--- config.mk ---
export PLATFORM = sky130hd
export DESIGN_NAME = amplitude_ramp
export DESIGN_NICKNAME = d
export VERILOG_FILES = /design/src/rtl/amplitude_ramp_pkg.sv /design/src/rtl/amplitude_ramp_interval_tick.sv /design/src/rtl/amplitude_ramp.sv
export SDC_FILE = /design/constraint.sdc
export NUM_CORES = 1
export LEC_CHECK = 0
export CAP_MARGIN = 15
export CORE_UTILIZATION = 30
export CTS_CLUSTER_DIAMETER = 60
export DETAILED_ROUTE_END_ITERATION = 8
export PLACE_DENSITY = 0.5
export SLEW_MARGIN = 10
export SYNTH_ARGS = -nofsm -noshare
export SYNTH_HDL_FRONTEND = slang
export SYNTH_HIERARCHICAL = 1
export SYNTH_SLANG_ARGS = --single-unit
--- constraint.sdc ---
create_clock -name clk -period 9.95 [get_ports clk]
set_clock_uncertainty 0.05 [all_clocks]
set_input_delay 2.4875 -clock clk [delete_from_list [all_inputs] [get_ports clk]]
set_output_delay 2.4875 -clock clk [all_outputs]
set_load 0.05 [all_outputs]
--- src/rtl/amplitude_ramp_pkg.sv ---
// Shared definitions for the amplitude ramp generator: default widths and FSM state encoding.
package amplitude_ramp_pkg;

   localparam int DEFAULT_DATA_WIDTH     = 16;
   localparam int DEFAULT_INTERVAL_WIDTH = 16;

   // IDLE accepts commands; RAMP slews the amplitude towards the latched target.
   typedef enum logic {
      ST_IDLE = 1'b0,
      ST_RAMP = 1'b1
   } ramp_state_t;

endpackage

--- src/rtl/amplitude_ramp_interval_tick.sv ---
// Loadable down-counter pacing the ramp: tick fires while enabled and the count sits at zero.
module interval_tick #(
   parameter int INTERVAL_WIDTH = 16
) (
   input  logic                      clk,
   input  logic                      reset,
   input  logic                      en,
   input  logic                      load,
   input  logic [INTERVAL_WIDTH-1:0] load_val,
   output logic                      tick
);

   logic [INTERVAL_WIDTH-1:0] count_reg;

   assign tick = en & (count_reg == '0);

   // Load has priority; otherwise count down while enabled, parking at zero.
   always_ff @(posedge clk) begin
      if (reset) begin
         count_reg <= '0;
      end else if (load) begin
         count_reg <= load_val;
      end else if (en && (count_reg != '0)) begin
         count_reg <= count_reg - INTERVAL_WIDTH'(1);
      end
   end

endmodule

--- src/rtl/amplitude_ramp.sv ---
// Amplitude ramp generator: slews a signed amplitude linearly to a commanded target,
// one step per interval, and pulses done when the target is reached.
module amplitude_ramp
   import amplitude_ramp_pkg::*;
#(
   parameter int DATA_WIDTH     = DEFAULT_DATA_WIDTH,
   parameter int INTERVAL_WIDTH = DEFAULT_INTERVAL_WIDTH
) (
   input  logic                         clk,
   input  logic                         reset,
   input  logic signed [DATA_WIDTH-1:0] cmd_target,
   input  logic        [DATA_WIDTH-1:0] cmd_step,
   input  logic    [INTERVAL_WIDTH-1:0] cmd_interval,
   input  logic                         cmd_tvalid,
   output logic                         cmd_tready,
   input  logic                         halt,
   output logic signed [DATA_WIDTH-1:0] amplitude,
   output logic                         busy,
   output logic                         done
);

   ramp_state_t                  state_reg;
   logic signed [DATA_WIDTH-1:0] amplitude_reg;
   logic signed [DATA_WIDTH-1:0] target_reg;
   logic        [DATA_WIDTH-1:0] step_reg;
   logic    [INTERVAL_WIDTH-1:0] interval_reg;
   logic                         busy_reg;
   logic                         done_reg;

   logic                         accept;
   logic                         in_ramp;
   logic                         tick;
   logic                         cnt_load;
   logic    [INTERVAL_WIDTH-1:0] cnt_load_val;
   logic signed   [DATA_WIDTH:0] diff;
   logic          [DATA_WIDTH:0] diff_mag;
   logic                         reach;
   logic        [DATA_WIDTH-1:0] stepped_next;

   assign cmd_tready = (state_reg == ST_IDLE) & ~reset;
   assign accept     = cmd_tvalid & cmd_tready;
   assign in_ramp    = (state_reg == ST_RAMP);
   assign amplitude  = amplitude_reg;
   assign busy       = busy_reg;
   assign done       = done_reg;

   // Counter restarts from zero on accept or halt so the first tick is the cycle after accept;
   // a non-final tick reloads the interval.
   assign cnt_load     = accept | (in_ramp & (halt | tick));
   assign cnt_load_val = (in_ramp & ~halt & tick & ~reach) ? interval_reg : '0;

   interval_tick #(
      .INTERVAL_WIDTH (INTERVAL_WIDTH)
   ) u_interval_tick (
      .clk      (clk),
      .reset    (reset),
      .en       (in_ramp),
      .load     (cnt_load),
      .load_val (cnt_load_val),
      .tick     (tick)
   );

   // Distance to target in one extra bit so full-scale swings cannot wrap; the step
   // is applied only when strictly smaller than that distance, so the result never overshoots.
   always_comb begin
      diff     = {target_reg[DATA_WIDTH-1], target_reg} - {amplitude_reg[DATA_WIDTH-1], amplitude_reg};
      diff_mag = diff[DATA_WIDTH] ? (-diff) : diff;
      reach    = (step_reg == '0) | (diff_mag <= {1'b0, step_reg});
      if (diff[DATA_WIDTH]) begin
         stepped_next = amplitude_reg - step_reg;
      end else begin
         stepped_next = amplitude_reg + step_reg;
      end
   end

   // Ramp FSM with registered amplitude, busy and done; halt overrides a coincident tick.
   always_ff @(posedge clk) begin
      if (reset) begin
         state_reg     <= ST_IDLE;
         amplitude_reg <= '0;
         target_reg    <= '0;
         step_reg      <= '0;
         interval_reg  <= '0;
         busy_reg      <= 1'b0;
         done_reg      <= 1'b0;
      end else begin
         done_reg <= 1'b0;
         case (state_reg)
            ST_IDLE: begin
               if (accept) begin
                  target_reg   <= cmd_target;
                  step_reg     <= cmd_step;
                  interval_reg <= cmd_interval;
                  busy_reg     <= 1'b1;
                  state_reg    <= ST_RAMP;
               end
            end
            ST_RAMP: begin
               if (halt) begin
                  busy_reg  <= 1'b0;
                  state_reg <= ST_IDLE;
               end else if (tick) begin
                  if (reach) begin
                     amplitude_reg <= target_reg;
                     done_reg      <= 1'b1;
                     busy_reg      <= 1'b0;
                     state_reg     <= ST_IDLE;
                  end else begin
                     amplitude_reg <= stepped_next;
                  end
               end
            end
            default: begin
               busy_reg  <= 1'b0;
               state_reg <= ST_IDLE;
            end
         endcase
      end
   end

endmodule
==> metrics.csv <==
stage;metric;value;unit
clocking;CTS tree;built;
grt;GRT Total Usage;0.173;
floorplanning;Placeable Area;21000;sq um
yosys;synthesized area;6420;sq um
power_and_ir_drop;total power;1.49;mW
timing;Fin. Hold Viols;0;
timing;Setup TNS;0;ps
grt;Overflow after GRT;0;
floorplanning;top-level I/O count;71;
place;dpl hpwl;13.7;mm
place;I/O Buffers;70;
yosys;ys async rst share;0;
cells_and_area;Syn-to-layout area delta;19.1;%
drt;Detailed Route WL;18.8;mm
drt;TritonRoute pass-1 iters;5;
clocking;clock slew at reported path FFs;60;ps
grt;first-pass GRT wire length;29.7;mm
run;Max Cap Viol;0;
setup_path;Crit. End Element;primary output;
cells_and_area;diode count;0;
clocking;clock tree root buffer cell;clkbuf_16;
yosys;Gate Count Post-Synth;821;
min_path;hold crit path type;register to register;
cells_and_area;Layout fillers;2208;
drt;DRC;0;
floorplanning;FP Rows;53;
grt;largest net degree at the start of global routing;99;
yosys;#FFs+latches synth;83;
timing;worst slew pin tran;1010;ps
drt;DR iter-0 viols;335;
yosys;syn_area_per_cell;7.82;sq um
setup_path;critical-path cell list;buf_2, buf_4, nor2_1, clkdlybuf4s50_1;
yosys;post-synth top area cell;dfxtp_1;
setup_path;setup slack, reg-to-reg;4310;ps
clocking;TritonCTS Buffers;9;
drt;DR vias/cell;5.27;
setup_path;CP Launch Type;input port;
place;Final Wtd Congestion;0.844;
power_and_ir_drop;worst vdd ir;0.0000869;V
drt;via count;6031;
timing;RSZ-0062 raised after global routing;no;
floorplanning;die width;148;um
yosys;distinct cell type count after synthesis;74;
floorplanning;die height;148;um
setup_path;Crit Path Class;input port to primary output;
timing;min cycle time layout;6690;ps
power_and_ir_drop;Cell Pwr Density;194;nW/um^2
drt;remaining antenna violation count after routing;0;
setup_path;crit path max fanout;92;
setup_path;CP peak stage delay;740;ps
clocking;H-tree depth;3;
setup_path;WP data arrival;4160;ps
clocking;# Post-CTS Setup Buffers;0;
timing;Final Max Slew Viols;0;
cells_and_area;share of layout cells above drive strength 1;0.0506;
yosys;Post-synth EDFFs;0;
timing;Fmax;0.149;GHz
timing;Worst slew margin;0.325;
floorplanning;die footprint;22000;sq um
power_and_ir_drop;Lkg Pwr;2.79;nW
clocking;cts repair resizes;0;
grt;vias in the first global route;5548;
grt;initial antenna violation count;0;
yosys;Mapped Nets;925;
setup_path;Critical Path RT;7410;ps
clocking;worst skew pair latency;360;ps
timing;endpoints failing setup;0;
yosys;top cells by area, synth;dfxtp_1 26%, ha_1 9.7%, o21ai_0 5.3%;
yosys;Yosys warning count;6;
clocking;hold-fix buffers at CTS;0;
status;status;completed;
clocking;CTS Sinks;83;
floorplanning;Starting Density;0.305;
yosys;Synth top area share;0.259;
clocking;CTS Buffer Depth;2;
setup_path;Critical Path Slowest Stage Cell;clkdlybuf4s50_1;
cells_and_area;fin nets;969;
yosys;Post-synth top flop;dfxtp_1;
drt;detailed-route wire length per cell;16.4;um
yosys;post-synthesis sequential area ratio;0.259;
timing;final cycle utilization of the critical path;0.673;
placed cells by master, fill, tap and decap left out, drive strengths merged, types with 11 or more instances in the layout:
master and count:
dfxtp 83, nand2 76, clkdlybuf4s50 69, o21ai 69, nor2 51, ha 50, inv 50, xnor2 38
nand2b 37, a21oi 36, o31ai 32, and3 23, nand3 22, nor3 18, a311oi 17, or3 15
nor4 12, o21a 11, xor2 11, a31oi 11, clkbuf 11
stage by stage:
stage                     worst slack, ps  utilization  cell area [sq um]  cells  hold WS, ps
after floorplan                      4100            -               6420    821          395
after global placement               3260        0.348               7320   1129          410
after detailed placement             3240        0.348               7320   1129          412
after CTS                            3230        0.364               7640   1145          422
after global routing                 3130        0.364               7640   1145          451
final                                3260        0.364               7640   1145          418
cells in the mapped netlist (4+ instances only):
cell type	instances
dfxtp_1	83
nor2_1	51
a311oi_1	17
inv_1	49
or3_1	12
o31a_1	6
o21ai_0	68
a21oi_1	35
a21o_1	8
or4_1	4
nand2_1	75
and2_1	5
nor3_1	18
nor2b_1	8
o21a_1	11
xor2_1	11
nand4_1	10
a211oi_1	7
o31ai_1	32
nand2b_1	37
nor4_1	9
o311ai_0	5
and3_1	23
a31oi_1	11
clkbuf_1	36
o211ai_1	7
ha_1	50
xnor2_1	37
nand3_1	21
worst max-delay path: cells and delay by family:
| kind | cells | cell delay, ps |
|---|---|---|
| buffers and inverters | 3 | 1510 |
| and+or+nand+nor | 1 | 140 |
cell type report:
cell class              count  area (sq um)  share of cell area
clock buffers              11           243              0.0318
clock inverters             5          85.1              0.0111
inverters                  49           184              0.0241
multi-input cells         645          4380               0.573
flip-flops and latches     83          1660               0.217
well taps                 275           344              0.0450
repair buffers             77           748              0.0979
cell families after synthesis:
| logic type | count (synthesis) | synth area share |
|---|---|---|
| flip-flops | 83 | 0.259 |
| multiplexers | 2 | 0.00312 |
| buffers and inverters | 93 | 0.0591 |
| AO/OA/AOI/OAI | 240 | 0.250 |
| AND/OR/NAND/NOR | 301 | 0.253 |
| XOR/XNOR | 50 | 0.0716 |
| adder cells (fa/ha/maj) | 52 | 0.104 |
where the power goes:
| group | switching [mW] | internal [mW] |
|---|---|---|
| sequential | 0.0221 | 0.356 |
| combinational | 0.449 | 0.278 |
| clock | 0.152 | 0.228 |
final timing paths:
check,from,endpoint,cells past startpoint
worst max-delay path,reset,cmd_tready,4
worst min-delay path,interval_reg[15]$_SDFFE_PP0P_,interval_reg[15]$_SDFFE_PP0P_,2
worst max register to register,amplitude[1]$_SDFFE_PP0P_,u_interval_tick/count_reg[5]$_SDFFE_PP0P_,20
worst min register to register,interval_reg[15]$_SDFFE_PP0P_,interval_reg[15]$_SDFFE_PP0P_,2
layer usage:
metal  vias up  GRT usage  routed length, um  share of wire
li1       3087          -                  -              -
met4         0     0.0443                263          0.014
met2       105      0.261               8120           0.43
met1      2823      0.250               9780           0.52
met3        16     0.0328                626          0.033
met5         -          0                  0              0
Power figures use the tool's default switching activity.
